File: config.mk
export PLATFORM = sky130hd
export DESIGN_NAME = sync_fifo_fwft_flat
export DESIGN_NICKNAME = d
export VERILOG_FILES = /design/src/rtl/sync_fifo_fwft_pkg.sv /design/src/rtl/sync_fifo_fwft_if.sv /design/src/rtl/sync_fifo_fwft_sdp_ram.sv /design/src/rtl/sync_fifo_fwft.sv /design/src/flat_wrapper.sv
export SDC_FILE = /design/constraint.sdc
export NUM_CORES = 1
export LEC_CHECK = 0
export ABC_AREA = 1
export CAP_MARGIN = 15
export CORE_MARGIN = 4
export CORE_UTILIZATION = 50
export CTS_CLUSTER_DIAMETER = 50
export DETAILED_ROUTE_END_ITERATION = 12
export PLACE_DENSITY_LB_ADDON = 0.05
export SYNTH_ARGS = -nofsm -noshare
export SYNTH_HDL_FRONTEND = slang
export SYNTH_SLANG_ARGS = --single-unit
File: constraint.sdc
create_clock -name clk -period 2.4 [get_ports clk]
set_input_delay 0.24 -clock clk [delete_from_list [all_inputs] [get_ports clk]]
set_output_delay 0.24 -clock clk [all_outputs]
set_load 0.005 [all_outputs]
File: src/rtl/sync_fifo_fwft_pkg.sv
// Shared helpers for the single-clock FWFT FIFO: level width, clog2 and a
// parameter legality check used at elaboration time by the top level.
package sync_fifo_fwft_pkg;

    // Level counts 0 .. 2**addr_width + 1 (RAM plus output register).
    function automatic int level_w(input int addr_width);
        return addr_width + 1;
    endfunction

    function automatic int clog2(input int value);
        int r;
        int v;
        r = 0;
        v = value - 1;
        while (v > 0) begin
            r++;
            v = v >> 1;
        end
        return r;
    endfunction

    // RESERVE must leave at least one usable RAM entry; thresholds must lie
    // within the reachable level range; the level port must hold capacity.
    function automatic bit params_ok(input int data_width, input int addr_width,
                                     input int reserve, input int afull,
                                     input int aempty);
        int cap;
        cap = (1 << addr_width) + 1;
        return (data_width >= 1) && (addr_width >= 1) &&
               (reserve >= 0) && (reserve < (1 << addr_width)) &&
               (afull >= 0) && (afull <= cap) &&
               (aempty >= 0) && (aempty <= cap) &&
               (clog2(cap + 1) <= level_w(addr_width));
    endfunction

endpackage

File: src/rtl/sync_fifo_fwft_if.sv
// Stream/status bundle of the single-clock FWFT FIFO.
// master: the producer/consumer side; slave: the FIFO itself.
interface sync_fifo_fwft_if
    import sync_fifo_fwft_pkg::*;
#(
    parameter int DATA_WIDTH = 8,
    parameter int ADDR_WIDTH = 4
) ();

    logic                             flush;
    logic                             wr_en;
    logic [DATA_WIDTH-1:0]            wr_data;
    logic                             full;
    logic                             rd_en;
    logic [DATA_WIDTH-1:0]            rd_data;
    logic                             has_data;
    logic                             empty;
    logic [level_w(ADDR_WIDTH)-1:0]   level;
    logic                             almost_full;
    logic                             almost_empty;
    logic                             err_clr;
    logic                             overflow;
    logic                             underflow;

    modport master (
        output flush, wr_en, wr_data, rd_en, err_clr,
        input  full, rd_data, has_data, empty, level,
               almost_full, almost_empty, overflow, underflow
    );

    modport slave (
        input  flush, wr_en, wr_data, rd_en, err_clr,
        output full, rd_data, has_data, empty, level,
               almost_full, almost_empty, overflow, underflow
    );

endinterface

File: src/rtl/sync_fifo_fwft_sdp_ram.sv
// Simple dual-port RAM: one write port, one registered read port with read
// enable. Array has no reset so it maps to block RAM; only the read register
// is reset so the FIFO head reads 0 out of reset.
module fifo_sdp_ram #(
    parameter int DATA_WIDTH = 8,
    parameter int ADDR_WIDTH = 4
) (
    input  logic                  clk,
    input  logic                  rst,
    input  logic                  we,
    input  logic [ADDR_WIDTH-1:0] waddr,
    input  logic [DATA_WIDTH-1:0] wdata,
    input  logic                  re,
    input  logic [ADDR_WIDTH-1:0] raddr,
    output logic [DATA_WIDTH-1:0] rdata
);

    logic [DATA_WIDTH-1:0] mem [2**ADDR_WIDTH];

    // Write port.
    always_ff @(posedge clk) begin
        if (we) begin
            mem[waddr] <= wdata;
        end
    end

    // Registered read; holds its value when not enabled.
    always_ff @(posedge clk or posedge rst) begin
        if (rst) begin
            rdata <= '0;
        end else if (re) begin
            rdata <= mem[raddr];
        end
    end

endmodule

File: src/rtl/sync_fifo_fwft.sv
// Single-clock first-word-fall-through FIFO with fill level, almost-full /
// almost-empty thresholds, synchronous flush and sticky overflow/underflow.
// Storage is a 2**ADDR_WIDTH RAM plus the RAM read register acting as the
// output register, so capacity is 2**ADDR_WIDTH + 1 words.
// Build option SYNC_FIFO_FWFT_BYPASS_EN: a write into an empty RAM whose
// output slot is free (or being popped) goes straight to rd_data, giving
// 1-edge fall-through instead of 2.
module sync_fifo_fwft
    import sync_fifo_fwft_pkg::*;
#(
    parameter int DATA_WIDTH    = 8,
    parameter int ADDR_WIDTH    = 4,
    parameter int RESERVE       = 0,
    parameter int AFULL_THRESH  = 2**ADDR_WIDTH - 2,
    parameter int AEMPTY_THRESH = 2
) (
    input logic             clk,
    input logic             rst,
    sync_fifo_fwft_if.slave bus
);

    localparam int DEPTH = 2**ADDR_WIDTH;
    localparam int LW    = level_w(ADDR_WIDTH);
    localparam logic [LW-1:0] FULL_AT   = LW'(DEPTH - RESERVE);
    localparam logic [LW-1:0] AFULL_L   = LW'(AFULL_THRESH);
    localparam logic [LW-1:0] AEMPTY_L  = LW'(AEMPTY_THRESH);

    if (!params_ok(DATA_WIDTH, ADDR_WIDTH, RESERVE, AFULL_THRESH, AEMPTY_THRESH)) begin : g_param_check
        $error("sync_fifo_fwft: illegal parameter combination");
    end

    logic [ADDR_WIDTH-1:0] wr_ptr;
    logic [ADDR_WIDTH-1:0] rd_ptr;
    logic [LW-1:0]         ram_count;
    logic                  out_valid;
    logic                  overflow_q;
    logic                  underflow_q;
    logic                  full_i;
    logic                  wr_acc;
    logic                  rd_acc;
    logic                  load;
    logic                  byp;
    logic                  ram_we;
    logic [DATA_WIDTH-1:0] ram_q;

    // Accept/load/bypass decisions from current state; flush overrides all.
    always_comb begin
        full_i = (ram_count >= FULL_AT);
        wr_acc = bus.wr_en & ~full_i & ~bus.flush;
        rd_acc = bus.rd_en & out_valid & ~bus.flush;
        load   = ~bus.flush & (ram_count != '0) & (~out_valid | bus.rd_en);
`ifdef SYNC_FIFO_FWFT_BYPASS_EN
        byp    = wr_acc & (ram_count == '0) & (~out_valid | rd_acc);
`else
        byp    = 1'b0;
`endif
        ram_we = wr_acc & ~byp;
    end

    // Pointers and RAM occupancy; a write and a load in one cycle cancel.
    always_ff @(posedge clk or posedge rst) begin
        if (rst) begin
            wr_ptr    <= '0;
            rd_ptr    <= '0;
            ram_count <= '0;
        end else if (bus.flush) begin
            wr_ptr    <= '0;
            rd_ptr    <= '0;
            ram_count <= '0;
        end else begin
            if (ram_we) wr_ptr <= wr_ptr + 1'b1;
            if (load)   rd_ptr <= rd_ptr + 1'b1;
            case ({ram_we, load})
                2'b10:   ram_count <= ram_count + 1'b1;
                2'b01:   ram_count <= ram_count - 1'b1;
                default: ram_count <= ram_count;
            endcase
        end
    end

    // Output register valid: set on load/bypass, cleared by a pop with no refill.
    always_ff @(posedge clk or posedge rst) begin
        if (rst) begin
            out_valid <= 1'b0;
        end else if (bus.flush) begin
            out_valid <= 1'b0;
        end else if (load || byp) begin
            out_valid <= 1'b1;
        end else if (rd_acc) begin
            out_valid <= 1'b0;
        end
    end

    // Sticky error flags; a fresh error beats err_clr in the same cycle.
    always_ff @(posedge clk or posedge rst) begin
        if (rst) begin
            overflow_q  <= 1'b0;
            underflow_q <= 1'b0;
        end else begin
            overflow_q  <= (overflow_q  & ~bus.err_clr) | (bus.wr_en & full_i & ~bus.flush);
            underflow_q <= (underflow_q & ~bus.err_clr) | (bus.rd_en & ~out_valid & ~bus.flush);
        end
    end

    fifo_sdp_ram #(
        .DATA_WIDTH (DATA_WIDTH),
        .ADDR_WIDTH (ADDR_WIDTH)
    ) u_ram (
        .clk   (clk),
        .rst   (rst),
        .we    (ram_we),
        .waddr (wr_ptr),
        .wdata (bus.wr_data),
        .re    (load),
        .raddr (rd_ptr),
        .rdata (ram_q)
    );

`ifdef SYNC_FIFO_FWFT_BYPASS_EN
    logic [DATA_WIDTH-1:0] byp_data;
    logic                  sel_byp;

    // Bypass capture; head source flips back to RAM on the next load.
    always_ff @(posedge clk or posedge rst) begin
        if (rst) begin
            byp_data <= '0;
            sel_byp  <= 1'b0;
        end else if (byp) begin
            byp_data <= bus.wr_data;
            sel_byp  <= 1'b1;
        end else if (load) begin
            sel_byp  <= 1'b0;
        end
    end

    assign bus.rd_data = sel_byp ? byp_data : ram_q;
`else
    assign bus.rd_data = ram_q;
`endif

    assign bus.full         = full_i;
    assign bus.has_data     = out_valid;
    assign bus.empty        = ~out_valid;
    assign bus.level        = ram_count + LW'(out_valid);
    assign bus.almost_full  = (bus.level >= AFULL_L);
    assign bus.almost_empty = (bus.level <= AEMPTY_L);
    assign bus.overflow     = overflow_q;
    assign bus.underflow    = underflow_q;

endmodule

File: src/flat_wrapper.sv
// flat-port wrapper written by rule: the top's interface ports become plain ports
module sync_fifo_fwft_flat import sync_fifo_fwft_pkg::*;
#(
    parameter int DATA_WIDTH    = 8,
    parameter int ADDR_WIDTH    = 4,
    parameter int RESERVE       = 0,
    parameter int AFULL_THRESH  = 2**ADDR_WIDTH - 2,
    parameter int AEMPTY_THRESH = 2
)
  (clk, rst, bus_flush, bus_wr_en, bus_wr_data, bus_rd_en, bus_err_clr, bus_full, bus_rd_data, bus_has_data, bus_empty, bus_level, bus_almost_full, bus_almost_empty, bus_overflow, bus_underflow);
  sync_fifo_fwft_if #(.DATA_WIDTH(DATA_WIDTH), .ADDR_WIDTH(ADDR_WIDTH)) bus_i ();
  input logic clk;
  input logic rst;
  input wire logic [$bits(bus_i.flush)-1:0] bus_flush;
  input wire logic [$bits(bus_i.wr_en)-1:0] bus_wr_en;
  input wire logic [$bits(bus_i.wr_data)-1:0] bus_wr_data;
  input wire logic [$bits(bus_i.rd_en)-1:0] bus_rd_en;
  input wire logic [$bits(bus_i.err_clr)-1:0] bus_err_clr;
  output wire logic [$bits(bus_i.full)-1:0] bus_full;
  output wire logic [$bits(bus_i.rd_data)-1:0] bus_rd_data;
  output wire logic [$bits(bus_i.has_data)-1:0] bus_has_data;
  output wire logic [$bits(bus_i.empty)-1:0] bus_empty;
  output wire logic [$bits(bus_i.level)-1:0] bus_level;
  output wire logic [$bits(bus_i.almost_full)-1:0] bus_almost_full;
  output wire logic [$bits(bus_i.almost_empty)-1:0] bus_almost_empty;
  output wire logic [$bits(bus_i.overflow)-1:0] bus_overflow;
  output wire logic [$bits(bus_i.underflow)-1:0] bus_underflow;
  assign bus_i.flush = bus_flush;
  assign bus_i.wr_en = bus_wr_en;
  assign bus_i.wr_data = bus_wr_data;
  assign bus_i.rd_en = bus_rd_en;
  assign bus_i.err_clr = bus_err_clr;
  assign bus_full = bus_i.full;
  assign bus_rd_data = bus_i.rd_data;
  assign bus_has_data = bus_i.has_data;
  assign bus_empty = bus_i.empty;
  assign bus_level = bus_i.level;
  assign bus_almost_full = bus_i.almost_full;
  assign bus_almost_empty = bus_i.almost_empty;
  assign bus_overflow = bus_i.overflow;
  assign bus_underflow = bus_i.underflow;
  sync_fifo_fwft #(.DATA_WIDTH(DATA_WIDTH), .ADDR_WIDTH(ADDR_WIDTH), .RESERVE(RESERVE), .AFULL_THRESH(AFULL_THRESH), .AEMPTY_THRESH(AEMPTY_THRESH)) u_core (.clk(clk), .rst(rst), .bus(bus_i));
endmodule
==> results by group, run 1 <==
Die
  • Die area: 14800 um2
  • Die height: 122 um
  • Starting Density: 51.1%
  • Die width: 122 um
  • Num rows: 41
  • Number of I/O pins: 34
  • CORE AREA: 12700 um2

Routing
  • # DRC: 0
  • Drt total wl: 15200 um
  • Remaining antenna violation count: 0
  • DR WL/cell: 19.2 um
  • DRT iter0 DRCs: 391
  • Via Count: 4341
  • Via density: 5.50
  • Drt first pass iters: 7

Power
  • P_leak: 2.72 nW
  • Clock share of power: 28.1%
  • Int Pwr: 5.34 mW
  • Logic pwr share: 31.3%
  • Switching pwr: 2.66 mW
  • Peak VDD IR: 0.000582 V
  • Power density over the cells: 1050 nW/um2
  • Final Power: 8.01 mW
  • Seq pwr share: 40.6%
  • Switching Fraction: 33.3%

Clock network
  • Hold Buf Count CTS: 0
  • Number of CTS-inserted buffers: 17
  • Clock Sinks: 152
  • Clock Latency Late Sink: 0.42 ns
  • TritonCTS clock tree: done
  • CTS root buffer: clkbuf_16
  • H-tree depth: 4
  • Clock-pin slew on the worst setup and hold paths: 0.06 ns
  • Clk buf depth: 2

Synth
  • Syn Inst Count: 550
  • Post-synth top area share: 59.3%
  • Synth area leaders: edfxtp_1 (59%), dfrtp_1 (9.3%), nor2_1 (6.8%), o211ai_1 (3.7%), o21ai_0 (3.5%)
  • Syn Nets: 573
  • Cell taking the most area after synthesis: edfxtp_1
  • Async SR Flop Fraction: 15.8%
  • Warnings, synthesis: 0
  • EDFF count, synth: 128
  • Post-synthesis sequential area ratio: 68.6%
  • Netlist Area Pre-Place: 6480 um2
  • Synth Flop Type: edfxtp_1
  • Post-synthesis cell type count: 38
  • Synthesized flop and latch total: 152
  • Syn avg cell area: 11.8 um2

STA
  • Clk_skew: 0.00468 ns
  • Actual slew at the worst max-slew pin: 0.736 ns
  • Max-slew violations: 0
  • Endpoints failing setup: 0
  • Final-report hold violation count: 0
  • Setup TNS: 0 ns
  • Max frequency: 0.433 GHz
  • Post-route clock period utilization: 96.2%
  • Fin crit period: 2.31 ns
  • Slew headroom: 50.9%
  • Final Worst Setup Slack: 0.0911 ns

Place
  • GP Congestion: 0.849
  • Place WS: 0.107 ns
  • Dpl hpwl: 10000 um
  • Placed Area: 7140 um2
  • Placed cell count: 759
  • IO buf count: 33

Worst setup path
  • Crit path DAT: 2.07 ns
  • Top Family by Delay on Critical Path: buffers and inverters
  • Worst-path cell chain: ha_1, ha_2, xor2_2, nand3_1, nand2_1, clkdlybuf4s50_1
  • CP max stage delay: 0.49 ns
  • Critical path endpoint category: output port
  • R2R Path Start: u_core.ram_count[0]
  • Worst flop-to-flop path endpoint: u_core.ram_count[4]
  • Critical path class: register to output port
  • Slowest CP cell: clkdlybuf4s50_1
  • CP Buf/Inv Count: 1
  • Required time of the critical path: 2.16 ns
  • Crit start category: register
  • Reg2Reg Depth: 12
  • Register-to-register path setup slack: 0.42 ns
  • Crit Path Max Fanout: 3

Layout
  • Sequential cell area: 4450 um2
  • Layout cells sized above 1: 14.3%
  • Finished Layout Cells: 789
  • Area growth syn-to-layout: 18.2%
  • Ant. Diodes: 0
  • Commonest non-fill, non-tap cell in the layout: edfxtp_1
  • Final Cell Area: 7660 um2
  • Most frequent cells in the layout: edfxtp_1 (128), nor2_1 (118), o21ai_0 (45), o21ai_1 (35), buf_4 (34)
  • Layout fillers: 1037
  • Net count, final: 630
  • Area of the multi-input gates: 1790 um2

Run status
  • Status: finished, final reports clean

Run
  • Number of max-cap violations: 0

Global route
  • Total track usage: 21.9%
  • Vias in the first global route: 4144
  • GRT overflow: 0
  • Initial antenna violation count: 0
  • First-pass GRT wire length: 23800 um
  • Pin count of the biggest net entering global routing: 33

Hold path
  • Tightest Hold Check Type: input port to async pin
[cell usage after synthesis (2+ instances only)]
cell and number:
buf_2 6, xor2_1 4, nor2_4 2, o21ai_0 45, dfrtp_1 24, a31oi_1 8, inv_1 24, clkbuf_1 17
nand3_2 2, nand2_1 26, edfxtp_1 128, nand4_1 3, nand3_1 19, nor2_1 118, nor2_2 2, inv_2 8
ha_1 9, nor3_1 14, buf_4 5, a21oi_1 3, o211ai_1 32, o21ai_1 35
[cells by family (layout without fill, tap and decap cells)]
group | Yosys count | count (layout) | synth area share [%]
compound gates | 133 | 133 | 12.5
xor+xnor | 4 | 4 | 0.541
fa+ha+maj | 9 | 9 | 1.74
buf+inv | 64 | 131 | 4.17
flops | 152 | 152 | 68.6
simple gates | 188 | 188 | 12.5
[cell type report]
cell class | instances | share of cell area (%)
multi-input combinational | 334 | 23.4
sequential | 152 | 58.1
timing repair buffer | 67 | 7.58
tap | 172 | 2.81
inverter | 35 | 1.77
clock inverter | 12 | 0.850
clock buffer | 17 | 5.56
[sequential cells by signal (all words and copies together), names as in the netlist]
signal                count
u_core.bus.has_data       1
u_core.rd_ptr             4
u_core.bus.overflow       1
u_core.u_ram.rdata        8
u_core.ram_count          5
u_core.wr_ptr             4
u_core.u_ram.mem        128
u_core.bus.underflow      1
[worst reg2reg max path, stage by stage (launching register included)]
cell and delay, ns:
dfrtp_1 0.38, buf_4 0.16, nor2_2 0.19, nand3_4 0.15, nand3_2 0.16, inv_1 0.06, ha_1 0.31, inv_1 0.09
nor2_1 0.05, nor2_1 0.08, nand3_1 0.09, nand3_1 0.09, nand2_1 0.05
[timing repair]
item,4_1_cts,5_1_grt
setup buffers,0,1
gates resized for setup,4,5
setup endpoints to repair,1,2
hold endpoints to repair,0,0
[through the flow]
stage / utilization, % / hold WS (ns)
2_1_floorplan: - / 0.255
3_3_place_gp: 56.3 / 0.509
3_5_place_dp: 56.3 / 0.528
4_1_cts: 60.2 / 0.271
5_1_grt: 60.4 / 0.331
6_report: 60.4 / 0.248
[power groups by stage]
stage | sequential, mW | combinational [mW] | clock (mW)
4_1_cts | 3.25 | 2.50 | 2.30
3_3_place_gp | 3.30 | 2.43 | 0
6_report | 3.25 | 2.51 | 2.25
3_5_place_dp | 3.30 | 2.49 | 0
5_1_grt | 3.28 | 2.80 | 2.41
2_1_floorplan | 3.21 | 1.59 | 0
[per-layer routing]
metal	GRT usage [%]	vias to the layer above	share of wire (%)
li1	-	2085	-
met1	31.3	2116	46
met2	33.7	116	46
met3	4.04	24	4.9
met4	8.54	0	2.3
met5	0	-	0
[how the worst max path moves through the flow]
stage / from / endpoint / slack (ns) / depth (start not counted)
CTS: u_core.bus.has_data / bus_almost_empty / 0.004 / 7
floorplan: u_core.bus.has_data / bus_almost_empty / 0.59 / 6
global route: u_core.bus.has_data / bus_almost_full / -0.03 / 6
detailed placement: u_core.bus.has_data / bus_almost_empty / 0.11 / 7
global placement: bus_flush / u_core.ram_count[4] / 0.20 / 12
finish: u_core.bus.has_data / bus_almost_full / 0.09 / 6
(Power assumes the default switching activity.)
==> inputs of run 2 (changes only) <==
GPL_TIMING_DRIVEN = 0   (was not set)
SYNTH_HIERARCHICAL = 1   (was not set)
==> run 2 against run 1 <==
Register-to-register slack lost 0.37 ns. Synthesized cell count increased by 8.5%. Setup slack got worse by 0.040 ns.
==> results by group, run 2 <==
Run status
  • Status: finished, final reports clean (unchanged)

Worst setup path
  • Register-to-register path setup slack: 0.05 ns (was 0.42 ns)
  • Critical path class: register to register (was register to output port)
  • Required time of the critical path: 2.45 ns (was 2.16 ns)
  • Crit start category: register (unchanged)
  • Crit path DAT: 2.40 ns (was 2.07 ns)
  • Critical path endpoint category: register (was output port)
  • Worst flop-to-flop path endpoint: u_core/u_ram/mem[11][1] (was u_core.ram_count[4])
  • Reg2Reg Depth: 5 (was 12)
  • R2R Path Start: u_core/ram_count[4] (was u_core.ram_count[0])
  • Crit Path Max Fanout: 8 (was 3)

Routing
  • Drt first pass iters: 6 (was 7)
  • Remaining antenna violation count: 0 (unchanged)
  • DRT iter0 DRCs: 427 (was 391)
  • Via Count: 4519 (was 4341)
  • Drt total wl: 15500 um (was 15200 um)
  • Via density: 5.40 (was 5.50)
  • # DRC: 0 (unchanged)
  • DR WL/cell: 18.5 um (was 19.2 um)

Synth
  • Syn Nets: 619 (was 573)
  • Commonest cells in the netlist: nand2_1 (212), edfxtp_1 (128), nand3_1 (107) (was edfxtp_1 (128), nor2_1 (118), o21ai_0 (45))
  • Async SR Flop Fraction: 15.8% (unchanged)
  • Post-synthesis cell type count: 35 (was 38)
  • Mux cell area share after synthesis: 0% (unchanged)
  • Synth Area in Compound Gates: 2.34% (was 12.5%)
  • EDFF count, synth: 128 (unchanged)
  • Xor/xnor share of the synthesized area: 0.792% (was 0.541%)
  • Simple-Gate Fraction of Synth Area: 23.3% (was 12.5%)
  • Netlist Area Pre-Place: 6630 um2 (was 6480 um2)
  • Main combinational cell family by area after synthesis: simple AND/OR/NAND/NOR gates (unchanged)
  • Warnings, synthesis: 6 (was 0)
  • Post-synth top area share: 58.0% (was 59.3%)
  • Synth Flop Type: edfxtp_1 (unchanged)
  • Adder-cell area share of the yosys netlist: 1.62% (was 1.74%)
  • Cell taking the most area after synthesis: edfxtp_1 (unchanged)
  • Synthesized flop and latch total: 152 (unchanged)
  • Syn avg cell area: 11.1 um2 (was 11.8 um2)
  • Syn Inst Count: 597 (was 550)
  • Synth area leaders: edfxtp_1 (58%), nand2_1 (12%), dfrtp_1 (9.1%), nand3_1 (8.1%), buf_6 (1.5%) (was edfxtp_1 (59%), dfrtp_1 (9.3%), nor2_1 (6.8%), o211ai_1 (3.7%), o21ai_0 (3.5%))
  • Count leader, synth: nand2_1 (was edfxtp_1)
  • Post-synthesis sequential area ratio: 67.0% (was 68.6%)

Die
  • Num rows: 41 (unchanged)
  • Die width: 123 um (was 122 um)
  • Die height: 123 um (was 122 um)
  • CORE AREA: 12800 um2 (was 12700 um2)
  • Die area: 15200 um2 (was 14800 um2)
  • Number of I/O pins: 34 (unchanged)
  • Starting Density: 51.7% (was 51.1%)

Global route
  • Vias in the first global route: 4415 (was 4144)
  • Pin count of the biggest net entering global routing: 17 (was 33)
  • Total track usage: 22.1% (was 21.9%)
  • GRT overflow: 0 (unchanged)
  • Initial antenna violation count: 0 (unchanged)
  • First-pass GRT wire length: 24200 um (was 23800 um)

STA
  • Fin crit period: 2.35 ns (was 2.31 ns)
  • Slew headroom: 47.8% (was 50.9%)
  • Clk_skew: 0.00652 ns (was 0.00468 ns)
  • Fin Hold WS: 0.0855 ns (was 0.248 ns)
  • Endpoints failing setup: 0 (unchanged)
  • Final-report hold violation count: 0 (unchanged)
  • Setup TNS: 0 ns (unchanged)
  • Post-route clock period utilization: 97.9% (was 96.2%)
  • Max frequency: 0.426 GHz (was 0.433 GHz)
  • Final Worst Setup Slack: 0.0511 ns (was 0.0911 ns)
  • Max-slew violations: 0 (unchanged)
  • Actual slew at the worst max-slew pin: 0.780 ns (was 0.736 ns)
  • RSZ-0062 raised after global routing: yes

Clock network
  • Hold Buf Count CTS: 0 (unchanged)
  • Clock Sinks: 152 (unchanged)
  • CTS root buffer: clkbuf_16 (unchanged)
  • H-tree depth: 4 (unchanged)
  • Clk buf depth: 2 (unchanged)
  • Clock-pin slew on the worst setup and hold paths: 0.06 ns (about the same)
  • Number of CTS-inserted buffers: 17 (unchanged)
  • TritonCTS clock tree: done (unchanged)
  • Clock Latency Late Sink: 0.42 ns (about the same)

Power
  • Seq pwr share: 36.0% (was 40.6%)
  • Switching Fraction: 32.9% (was 33.3%)
  • Int Pwr: 6.02 mW (was 5.34 mW)
  • P_leak: 3.11 nW (was 2.72 nW)
  • Power density over the cells: 1140 nW/um2 (was 1050 nW/um2)
  • Logic pwr share: 32.2% (was 31.3%)
  • Clock share of power: 31.8% (was 28.1%)
  • Peak VDD IR: 0.000554 V (was 0.000582 V)
  • Switching pwr: 2.95 mW (was 2.66 mW)

Layout
  • Commonest non-fill, non-tap cell in the layout: nand2_1 (was edfxtp_1)
  • Fin util: 61.3% (was 60.4%)
  • Number of flip-flops under the largest register name: 128 (unchanged)
  • Area growth syn-to-layout: 18.6% (was 18.2%)
  • Finished Layout Cells: 837 (was 789)
  • Layout cells sized above 1: 14.0% (was 14.3%)
  • Net count, final: 674 (was 630)
  • Largest register by flop count: u_core/u_ram/mem (was u_core.u_ram.mem)
  • Most frequent cells in the layout: nand2_1 (212), edfxtp_1 (128), nand3_1 (107), clkdlybuf4s50_1 (30), inv_1 (24) (was edfxtp_1 (128), nor2_1 (118), o21ai_0 (45), o21ai_1 (35), buf_4 (34))
  • Ant. Diodes: 0 (unchanged)
  • Top flop regs: u_core/u_ram/mem: 128 flops, u_core/u_ram/rdata: 8 flops, u_core/ram_count: 5 flops (was u_core.u_ram.mem: 128 flops, u_core.u_ram.rdata: 8 flops, u_core.ram_count: 5 flops)
  • Layout fillers: 1059 (was 1037)

Run
  • Number of max-cap violations: 0 (unchanged)

Place
  • Place WS: -0.0854 ns (was 0.107 ns)
  • IO buf count: 33 (unchanged)
  • GP Congestion: 0.877 (was 0.849)
  • Dpl hpwl: 10500 um (was 10000 um)
  • Placed cell count: 802 (was 759)

Hold path
  • Tightest Hold Check Type: input port to async pin (unchanged)
[run 2: changes by cell type in the layout (fill, tap and decap cells not counted), moves of 13 or more]
cell	change
o21ai_0	-40
o211ai_1	-32
nand2_1	+186
nor2_1	-109
buf_4	-27
nor3_1	-13
o21ai_1	-35
nand3_1	+88
[run 2: routing by layer]
| metal | routed length [um] | up-vias | global-route usage (%) |
|---|---|---|---|
| met2 | 7230 | 143 | 33.0 |
| li1 | - | 2157 | - |
| met1 | 7070 | 2198 | 30.9 |
| met3 | 848 | 21 | 6.13 |
| met5 | 0 | - | 0 |
| met4 | 352 | 0 | 9.00 |
[run 2: what timing repair did]
item,4_1_cts,5_1_grt
endpoints found under the setup margin,3,129
resized for setup,4,14
setup buffers,3,0
[run 2: area by class of cell]
cell class | count | area (um2) | area share (%)
clock buffer | 17 | 425 | 5.41
clock inverter | 15 | 208 | 2.64
tap | 172 | 215 | 2.74
sequential | 152 | 4450 | 56.5
buffer | 26 | 221 | 2.81
multi-input combinational | 391 | 1890 | 24.1
timing repair buffer | 36 | 353 | 4.48
inverter | 28 | 105 | 1.34
[run 2: worst max-delay path by stage]
stage,startpoint,endpoint,slack [ns],cells past startpoint
detailed placement,bus_flush,u_core/u_ram/mem[4][5],-0.09,4
CTS,u_core/bus.has_data,bus_level[4],0.05,5
finish,u_core/ram_count[4],u_core/u_ram/mem[11][1],0.05,5
global placement,bus_flush,u_core/u_ram/mem[8][0],-0.07,4
global route,u_core/ram_count[4],u_core/u_ram/mem[11][3],-0.16,5
floorplan,u_core/ram_count[4],u_core/u_ram/mem[12][0],0.59,5
[run 2: logic make-up after synthesis]
| kind of cell | count (synthesis) |
|---|---|
| AND/OR/NAND/NOR | 355 |
| flip-flops | 152 |
| buffers and inverters | 54 |
| AO/OA/AOI/OAI | 22 |
| adder cells (fa/ha/maj) | 8 |
| XOR/XNOR | 6 |
[run 2: critical path, stage by stage (launching register included)]
cell,delay (ns)
dfrtp_1,0.42
inv_2,0.15
nand2_2,0.14
nor2_1,0.37
nand3b_1,0.24
nor2_1,0.65
[run 2: stage by stage]
| stage | area [um2] | total power [mW] |
|---|---|---|
| floorplan | 6630 | 5.07 |
| global placement | 7180 | 6.05 |
| detailed placement | 7180 | 6.13 |
| CTS | 7830 | 9.01 |
| global route | 7870 | 9.49 |
| finish | 7870 | 8.97 |
[run 2: power groups by stage]
| stage | Sequential, mW | Clock [mW] | Combinational, mW |
|---|---|---|---|
| 6_report | 3.23 | 2.85 | 2.89 |
| 3_5_place_dp | 3.30 | 0 | 2.83 |
| 3_3_place_gp | 3.28 | 0 | 2.77 |
| 2_1_floorplan | 3.26 | 0 | 1.81 |
| 4_1_cts | 3.23 | 2.91 | 2.88 |
| 5_1_grt | 3.26 | 3.02 | 3.22 |
==> inputs of run 3 (changes only) <==
SKIP_LAST_GASP = 1   (was not set)
==> results of run 3 <==
No change in the layout: final DEF, timing and power equal those of run 2.
